`src/rtl/ecall_stream_ctrl.sv`:
```
// Write-ecall byte streamer: RAM port B -> Arduino header with a four-phase strobe/ack
// handshake, so a receiver of any speed sees each byte exactly once.
module ecall_stream_ctrl #(
  parameter int DM_BITS     = 14,
  parameter int SETUP_CYC   = 2,
  parameter int ACK_TIMEOUT = 1024
) (
  input  logic               ADC_CLK_10,
  input  logic               rst,
  input  logic               start,
  input  logic [63:0]        base_addr,
  input  logic [63:0]        len,
  output logic               mem_rden,
  output logic [DM_BITS-1:0] mem_addr,
  input  logic [63:0]        mem_q,
  output logic [7:0]         tx_data,
  output logic               tx_strobe,
  input  logic               rx_ack,
  output logic               done,
  output logic               error,
  output logic [63:0]        bytes_sent
);
  localparam int SW = $clog2(SETUP_CYC + 1);
  localparam int TW = $clog2(ACK_TIMEOUT + 1);

  typedef enum logic [2:0] {
    S_IDLE, S_CHECK, S_FETCH, S_CAPTURE, S_SETUP, S_WAIT_HI, S_WAIT_LO, S_FINISH
  } state_t;

  state_t             r_state;
  logic               r_start_d;
  logic               r_ack_m, r_ack_s;
  logic [63:0]        r_offset, r_bytes;
  logic [SW-1:0]      r_setup_cnt;
  logic [TW-1:0]      r_to_cnt;
  logic               r_mem_rden, r_strobe, r_done, r_error;
  logic [DM_BITS-1:0] r_mem_addr;
  logic [7:0]         r_tx_data;

  logic w_start_rise, w_busy, w_unused;

  assign w_start_rise = start & ~r_start_d;
  assign w_busy       = (r_state != S_IDLE) && (r_state != S_FINISH);
  assign w_unused     = ^{base_addr[63:DM_BITS], mem_q[63:8]};

  assign mem_rden   = r_mem_rden;
  assign mem_addr   = r_mem_addr;
  assign tx_data    = r_tx_data;
  assign tx_strobe  = r_strobe;
  assign done       = r_done;
  assign error      = r_error;
  assign bytes_sent = r_bytes;

  // rx_ack comes from an unrelated receiver clock domain
  always_ff @(posedge ADC_CLK_10 or posedge rst) begin
    if (rst) begin
      r_ack_m <= 1'b0;
      r_ack_s <= 1'b0;
    end else begin
      r_ack_m <= rx_ack;
      r_ack_s <= r_ack_m;
    end
  end

  always_ff @(posedge ADC_CLK_10 or posedge rst) begin
    if (rst) begin
      r_state     <= S_IDLE;
      r_start_d   <= 1'b0;
      r_offset    <= '0;
      r_bytes     <= '0;
      r_setup_cnt <= '0;
      r_to_cnt    <= '0;
      r_mem_rden  <= 1'b0;
      r_mem_addr  <= '0;
      r_tx_data   <= '0;
      r_strobe    <= 1'b0;
      r_done      <= 1'b1;
      r_error     <= 1'b0;
    end else begin
      r_start_d  <= start;
      r_mem_rden <= 1'b0;
      if (w_busy && !start) begin
        // CPU withdrew the request: drop the strobe, keep error as is
        r_strobe <= 1'b0;
        r_done   <= 1'b1;
        r_state  <= S_FINISH;
      end else begin
        case (r_state)
          S_IDLE: begin
            if (w_start_rise) begin
              r_error  <= 1'b0;
              r_bytes  <= '0;
              r_offset <= '0;
              r_done   <= 1'b0;
              r_state  <= S_CHECK;
            end
          end
          S_CHECK: begin
            if (r_offset >= len) begin
              r_done  <= 1'b1;
              r_state <= S_FINISH;
            end else begin
              r_mem_rden <= 1'b1;
              r_mem_addr <= base_addr[DM_BITS-1:0] + r_offset[DM_BITS-1:0];
              r_state    <= S_FETCH;
            end
          end
          S_FETCH: r_state <= S_CAPTURE;
          S_CAPTURE: begin
            r_tx_data   <= mem_q[7:0];
            r_setup_cnt <= SW'(SETUP_CYC);
            r_state     <= S_SETUP;
          end
          S_SETUP: begin
            if (r_setup_cnt <= SW'(1)) begin
              r_strobe <= 1'b1;
              r_to_cnt <= TW'(ACK_TIMEOUT);
              r_state  <= S_WAIT_HI;
            end else begin
              r_setup_cnt <= r_setup_cnt - 1'b1;
            end
          end
          S_WAIT_HI: begin
            if (r_ack_s) begin
              r_strobe <= 1'b0;
              r_bytes  <= r_bytes + 64'd1;
              r_offset <= r_offset + 64'd1;
              r_to_cnt <= TW'(ACK_TIMEOUT);
              r_state  <= S_WAIT_LO;
            end else if (r_to_cnt <= TW'(1)) begin
              r_error  <= 1'b1;
              r_strobe <= 1'b0;
              r_done   <= 1'b1;
              r_state  <= S_FINISH;
            end else begin
              r_to_cnt <= r_to_cnt - 1'b1;
            end
          end
          S_WAIT_LO: begin
            if (!r_ack_s) begin
              r_state <= S_CHECK;
            end else if (r_to_cnt <= TW'(1)) begin
              r_error <= 1'b1;
              r_done  <= 1'b1;
              r_state <= S_FINISH;
            end else begin
              r_to_cnt <= r_to_cnt - 1'b1;
            end
          end
          S_FINISH: begin
            r_strobe <= 1'b0;
            if (!start) r_state <= S_IDLE;
          end
          default: r_state <= S_IDLE;
        endcase
      end
    end
  end
endmodule

```
`config.mk`:
```
export PLATFORM = sky130hd
export DESIGN_NAME = ecall_stream_ctrl
export DESIGN_NICKNAME = d
export VERILOG_FILES = /design/src/rtl/ecall_stream_ctrl.sv
export SDC_FILE = /design/constraint.sdc
export NUM_CORES = 1
export LEC_CHECK = 0
export BUFFER_PORTS_ARGS = -buffer_cell sky130_fd_sc_hd__buf_2
export CAP_MARGIN = 20
export CORE_ASPECT_RATIO = 1.5
export CORE_UTILIZATION = 55
export CTS_CLUSTER_DIAMETER = 120
export CTS_CLUSTER_SIZE = 8
export DETAILED_ROUTE_END_ITERATION = 10
export GPL_TIMING_DRIVEN = 1
export PLACE_DENSITY = 0.83
export REMOVE_ABC_BUFFERS = 1
export SLEW_MARGIN = 20
export SYNTH_ARGS = -nofsm -noshare
export SYNTH_HDL_FRONTEND = slang
export SYNTH_SLANG_ARGS = --single-unit
export TNS_END_PERCENT = 10
```
`constraint.sdc`:
```
create_clock -name ADC_CLK_10 -period 14.7 [get_ports ADC_CLK_10]
set_clock_uncertainty 0.1 [all_clocks]
set_input_delay 1.47 -clock ADC_CLK_10 [delete_from_list [all_inputs] [get_ports ADC_CLK_10]]
set_output_delay 1.47 -clock ADC_CLK_10 [all_outputs]
set_load 0.03 [all_outputs]
```
==> impl_results.md, run 1 <==
- Status: finished, final reports clean
- Final count of hold timing violations: 0
- Worst-path clk slew: 0.06 ns
- Crit share post-route: 0.270
- Number of global-route vias before repair: 8,971
- Gpl congestion: 0.867
- Average via count per standard cell: 5.69
- IO Count: 286
- Required @ worst endpoint: 14.92 ns
- Pwr Density: 121 mW/mm^2
- First-pass GRT wire length: 42,000 microns
- Slew Viols, Final: 0
- Synth Area in XOR/XNOR: 0.0939
- Worst hold path type: reg2reg
- Crit path DAT: 4.19 ns
- Final Util: 0.653
- CP Buf/Inv Count: 2
- Clock Tree Buf Depth: 2
- Hpwl dp: 18,600 microns
- Most frequent cells in the layout: buf_2 (179), dfrtp_1 (172), nor2_1 (150)
- Largest net degree at the start of global routing: 99
- Synthesized area per cell: 9.19 sq um
- Synth Area in Compound Gates: 0.0880
- Effective utilization at floorplan: 0.565
- Total Wirelength: 25,600 microns
- Cell Area, Synth: 0.0109 sq mm
- DR iter-0 viols: 439
- Number of nets with antenna violations after routing: 0
- Top_reg_cell synth: dfrtp_1
- CTS tree: done
- Post_cts resized: 0
- Detailed Routing Iterations Pass 1: 5
- Area Overhead vs Synth: 15.6%
- Crit-path cells: buf_2 -> inv_1 -> ha_1 -> nand4_1 -> nor4_1 -> nand2_1 -> o22ai_1 -> nor4_2 -> nor2_4 -> mux2_2
- Post-Synth Simple-Gate Area: 0.250
- Layout cells sized above 1: 0.202
- Chip height: 175 microns
- Total GRT Usage: 0.263
- Hold Buf Count CTS: 0
- Slowest-stage cell, CP: nor4_1
- Critical Path Source Type: input port
- Worst hold slack: 0.249 ns
- Number of flops mapped to enable cells by yosys: 0
- Synth warn: 0
- Initial antenna violation count: 5
- Leading cell type in the layout, fill and taps excluded: buf_2
- Post-synthesis cell type count: 75
- Worst skew pair latency: 0.44 ns
- Leak: 0.00644 uW
- Std cell rows: 62
- Maximum vdd ir drop: 0.0796 mV
- Worst Path Max Fanout: 15
- FFs w/ async S/R, synth: 1.00
- #FFs+latches synth: 173
- Max incr delay on CP: 0.65 ns
- Max Fclk: 0.252 GHz
- Worst-margin pin slew: 0.929 ns
- Root buffer cell: clkbuf_16
- CP Class: in2reg
- Post-CTS setup buffer count: 0
- Drt drc: 0
- Largest delay share family, worst path: simple AND/OR/NAND/NOR gates
- Input/output buffers: 179
- Sequential cell area fraction in the yosys report: 0.397
- Remaining global-route overflow: 0
- Tmin final: 3.97 ns
- Mux contribution to synthesized area: 0.0301
- Die width: 117 microns
- Headroom to the max-slew limit: 0.381
- Total negative setup slack: 0 ns
- Clock H-tree levels: 4
- Final nets: 1,635
- # setup viols final: 0
- Die area: 0.0204 sq mm
- Core box area: 0.0193 sq mm
- Critical path capture point type: flip-flop
- WL per Instance: 15.8 microns
- CTS Buf Count: 17
- Synth Instances: 1,188
- Post-Synth Adder-Cell Area: 0.0958
- Antenna cells: 0
- RSZ-0062 raised after global routing: false
- Largest family of logic cells by synthesized area: simple AND/OR/NAND/NOR gates
- Max-Cap Viols: 0
- Detailed-route via count: 9,249
- Clock sink count: 173
[registers in the layout (all words and copies together) (netlist names)]
name and cells:
r_setup_cnt 2, mem_rden 1, bytes_sent 64, r_to_cnt 11, r_offset 64, r_state 3
r_ack_s 1, error 1, tx_data 8, r_ack_m 1, r_start_d 1, done 1
mem_addr 14, tx_strobe 1
[worst reg2reg max path: cells and delay by family (launching register included)]
| family | cells | cell delay [ns] |
|---|---|---|
| simple gates | 6 | 2.17 |
| flops | 1 | 0.86 |
| compound gates | 1 | 0.11 |
[where the power goes]
group	internal [uW]	leakage (uW)	switching, uW	total, uW
Sequential	544	0.00231	76.4	621
Clock	244	0.000269	201	444
Combinational	180	0.00385	278	457
Total	968	0.00644	555	1520
[routing by layer]
metal	GRT usage	wire [microns]	vias up
met5	0	30	-
met4	0.114	768	4
met3	0.0649	1310	57
met2	0.447	13000	250
met1	0.310	10500	4444
li1	-	-	4494
[per-stage QoR]
step / instance area (sq um) / instances / power [uW] / worst slack [ns]
floorplan: 10800 / 1153 / 949 / 6.61
global placement: 12000 / 1592 / 1070 / 10.29
detailed placement: 12000 / 1592 / 1080 / 10.29
CTS: 12600 / 1624 / 1530 / 10.73
global route: 12600 / 1625 / 1600 / 10.55
finish: 12600 / 1625 / 1520 / 10.73
[final timing paths]
path,from,end,slack (ns),cells after the start
max,len[46],mem_addr[2]$_DFFE_PP0P_,10.73,10
min,r_ack_m$_DFF_PP0_,r_ack_s$_DFF_PP0_,0.25,0
max reg2reg,r_state[2]$_DFFE_PP0P_,r_offset[63]$_DFFE_PP0P_,11.39,7
min reg2reg,r_ack_m$_DFF_PP0_,r_ack_s$_DFF_PP0_,0.25,0
max in group asynchronous,rst,r_offset[19]$_DFFE_PP0P_,12.17,4
min in group asynchronous,rst,r_offset[32]$_DFFE_PP0P_,1.06,2
[cells in the mapped netlist (5+ instances only)]
cell type,number,share of area
a211oi_1,5,0.0034
a21oi_1,53,0.024
and2_1,9,0.0052
and3_1,18,0.010
and4_1,16,0.013
buf_2,5,0.0023
clkbuf_1,25,0.0086
dfrtp_1,172,0.39
ha_1,82,0.094
inv_1,90,0.031
mux2_2,22,0.023
mux2i_1,7,0.0064
nand2_1,91,0.031
nand2b_1,8,0.0046
nand3_1,66,0.030
nand4_1,41,0.023
nor2_1,150,0.052
nor2b_1,9,0.0052
nor3_1,26,0.012
nor4_1,11,0.0063
nor4_4,5,0.0097
o211ai_1,10,0.0069
o21a_1,5,0.0034
o21ai_0,40,0.018
or3_1,14,0.0080
or4_1,9,0.0062
xnor2_1,42,0.034
xor2_1,75,0.060
[final cells by class]
cell class | instances | area [sq um]
Fill cell | 1581 | 6700
Clock buffer | 20 | 457
Multi-Input combinational cell | 889 | 6100
Inverter | 91 | 347
Clock inverter | 12 | 114
Sequential cell | 173 | 4330
Tap cell | 256 | 320
Timing Repair Buffer | 184 | 953
[logic make-up (layout without fill, tap and decap cells)]
| family | after synthesis | in the layout |
|---|---|---|
| AO/OA/AOI/OAI | 154 | 154 |
| XOR/XNOR | 117 | 117 |
| adder cells (fa/ha/maj) | 83 | 83 |
| buffers and inverters | 126 | 307 |
| flip-flops | 173 | 173 |
| multiplexers | 30 | 30 |
| AND/OR/NAND/NOR | 505 | 505 |
No activity file was read; power rests on OpenSTA's default activity.
==> run 2, diff against run 1 <==
--- a/config.mk
+++ b/config.mk
@@ -8,12 +8,12 @@
 export BUFFER_PORTS_ARGS = -buffer_cell sky130_fd_sc_hd__buf_2
 export CAP_MARGIN = 20
 export CORE_ASPECT_RATIO = 1.5
-export CORE_UTILIZATION = 55
+export CORE_UTILIZATION = 54
 export CTS_CLUSTER_DIAMETER = 120
 export CTS_CLUSTER_SIZE = 8
 export DETAILED_ROUTE_END_ITERATION = 10
 export GPL_TIMING_DRIVEN = 1
-export PLACE_DENSITY = 0.83
+export PLACE_DENSITY = 0.81
 export REMOVE_ABC_BUFFERS = 1
 export SLEW_MARGIN = 20
 export SYNTH_ARGS = -nofsm -noshare
==> constraint.sdc (replaced) <==
create_clock -name ADC_CLK_10 -period 4.11 [get_ports ADC_CLK_10]
set_clock_uncertainty 0.1 [all_clocks]
set_input_delay 0.411 -clock ADC_CLK_10 [delete_from_list [all_inputs] [get_ports ADC_CLK_10]]
set_output_delay 0.411 -clock ADC_CLK_10 [all_outputs]
set_load 0.03 [all_outputs]
==> impl_results.md, run 2 (synthesized netlist as in run 1, its figures left out) <==
- CTS tree: done (unchanged)
- Crit path DAT: 3.42 ns (was 4.19 ns)
- Input/output buffers: 179 (unchanged)
- Detailed Routing Iterations Pass 1: 5 (unchanged)
- Max-Cap Viols: 0 (unchanged)
- Root buffer cell: clkbuf_16 (unchanged)
- Area Overhead vs Synth: 16.3% (was 15.6%)
- Most frequent cells in the layout: buf_2 (179), dfrtp_1 (172), nor2_1 (150) (unchanged)
- NetSw: 1950 uW (was 555 uW)
- Worst Path Max Fanout: 15 (unchanged)
- Clock Power Share: 0.295 (was 0.292)
- Leading cell type in the layout, fill and taps excluded: buf_2 (unchanged)
- Tmin final: 3.21 ns
- Maximum vdd ir drop: 0.317 mV (was 0.0796 mV)
- Std cell rows: 63 (was 62)
- Hold Buf Count CTS: 1 (was 0)
- Pwr Density: 431 mW/mm^2 (was 121 mW/mm^2)
- Final nets: 1,641 (was 1,635)
- Effective utilization at floorplan: 0.552 (was 0.565)
- Detailed-route via count: 9,279 (was 9,249)
- Number of global-route vias before repair: 9,242 (was 8,971)
- IO Count: 286 (unchanged)
- Die width: 118 microns (was 117 microns)
- Drt drc: 0 (unchanged)
- WL per Instance: 15.6 microns (was 15.8 microns)
- Required @ worst endpoint: 4.32 ns (was 14.92 ns)
- DR iter-0 viols: 337 (was 439)
- Number of nets with antenna violations after routing: 0 (unchanged)
- Reg power frac: 0.396 (was 0.408)
- CP Class: reg2reg (was in2reg)
- Total negative setup slack: 0 ns (unchanged)
- Slowest-stage cell, CP: nor4_1 (unchanged)
- Clock sink count: 173 (unchanged)
- P_int: 3530 uW (was 968 uW)
- Final count of hold timing violations: 0 (unchanged)
- Comb power frac: 0.309 (was 0.300)
- Total Wirelength: 25,500 microns (was 25,600 microns)
- Layout cells sized above 1: 0.205 (was 0.202)
- Gpl congestion: 0.837 (was 0.867)
- Worst hold path type: in2async (was reg2reg)
- Sw Share: 0.356 (was 0.364)
- FILL cells: 1,657 (was 1,581)
- Leak: 0.00649 uW (was 0.00644 uW)
- Initial antenna violation count: 0 (was 5)
- Largest delay share family, worst path: simple AND/OR/NAND/NOR gates (unchanged)
- Post-CTS setup buffer count: 0 (unchanged)
- Post_cts resized: 0 (unchanged)
- Core box area: 0.0198 sq mm (was 0.0193 sq mm)
- Critical path capture point type: flip-flop (unchanged)
- Largest net degree at the start of global routing: 99 (unchanged)
- Die area: 0.0208 sq mm (was 0.0204 sq mm)
- Status: finished, final reports clean (unchanged)
- Total GRT Usage: 0.254 (was 0.263)
- Worst-path clk slew: 0.07 ns (was 0.06 ns)
- CP Buf/Inv Count: 0 (was 2)
- Headroom to the max-slew limit: 0.455 (was 0.381)
- Remaining global-route overflow: 0 (unchanged)
- Max Fclk: 0.312 GHz
- Slew Viols, Final: 0 (unchanged)
- Chip height: 176 microns (was 175 microns)
- Clock H-tree levels: 4 (unchanged)
- Power, Total: 5470 uW (was 1520 uW)
- # setup viols final: 0 (unchanged)
- RSZ-0062 raised after global routing: false (unchanged)
- Antenna cells: 0 (unchanged)
- Crit-path cells: ha_1 -> nand4_1 -> nor4_1 -> nand2_1 -> o22ai_1 -> nor4_2 -> nor2_4 -> mux2_2 (was buf_2 -> inv_1 -> ha_1 -> nand4_1 -> nor4_1 -> nand2_1 -> o22ai_1 -> nor4_2 -> nor2_4 -> mux2_2)
- Average via count per standard cell: 5.68 (was 5.69)
- Clock Tree Buf Depth: 2 (unchanged)
- Hpwl dp: 18,800 microns (was 18,600 microns)
- First-pass GRT wire length: 42,900 microns (was 42,000 microns)
- Critical Path Source Type: flip-flop (was input port)
- Crit share post-route: 0.780
- Max incr delay on CP: 0.68 ns (was 0.65 ns)
- Worst skew pair latency: 0.43 ns (was 0.44 ns)
- Worst-margin pin slew: 0.817 ns (was 0.929 ns)
- CTS Buf Count: 17 (unchanged)
==> run 2: through the flow <==
step                      cell area (sq um)  hold slack (ns)   util  setup slack [ns]  cells
final                                 12700          0.00305  0.641             0.904   1635
after global routing                  12700           0.0504  0.641             0.692   1635
after CTS                             12700           0.0252  0.641             0.857   1635
after detailed placement              12100            0.242  0.611             0.806   1602
after global placement                12100            0.234  0.611             0.847   1602
after floorplan                       10800            0.231      -             -3.40   1153
==> run 2: final timing paths <==
check,startpoint,endpoint,slack [ns],cells after the start
min in group ADC_CLK_10,mem_q[2],tx_data[2]$_DFFE_PP0P_,0.11,2
hold reg to reg,r_ack_m$_DFF_PP0_,r_ack_s$_DFF_PP0_,0.26,0
max in group asynchronous,rst,r_offset[47]$_DFFE_PP0P_,2.95,3
setup reg to reg,r_offset[41]$_DFFE_PP0P_,mem_addr[13]$_DFFE_PP0P_,0.90,8
hold / removal,rst,bytes_sent[14]$_DFFE_PP0P_,0.003,2
setup / recovery,r_offset[41]$_DFFE_PP0P_,mem_addr[13]$_DFFE_PP0P_,0.90,8
==> run 2: layout make-up <==
| class | instances | area, sq um | area share |
|---|---|---|---|
| Multi-Input combinational cell | 889 | 6100 | 0.481 |
| Sequential cell | 173 | 4330 | 0.341 |
| Timing Repair Buffer | 190 | 993 | 0.0783 |
| Clock buffer | 22 | 494 | 0.0389 |
| Inverter | 91 | 347 | 0.0273 |
| Tap cell | 260 | 325 | 0.0256 |
| Clock inverter | 10 | 103 | 0.00808 |
==> run 2: power by group through the flow <==
| stage | registers (uW) | logic [uW] | clock network (uW) |
|---|---|---|---|
| 4_1_cts | 2170 | 1700 | 1640 |
| 3_3_place_gp | 2180 | 1630 | 0 |
| 5_1_grt | 2200 | 1860 | 1710 |
| 6_report | 2170 | 1690 | 1620 |
| 2_1_floorplan | 2470 | 924 | 0 |
| 3_5_place_dp | 2200 | 1680 | 0 |
==> run 2: metal layers <==
metal	part of all wire	wire, microns	GRT usage	vias to the layer above
met5	0	0	0	-
met4	0.030	774	0.120	0
met3	0.040	1010	0.0436	61
met2	0.53	13500	0.462	245
met1	0.40	10200	0.288	4466
li1	-	-	-	4507
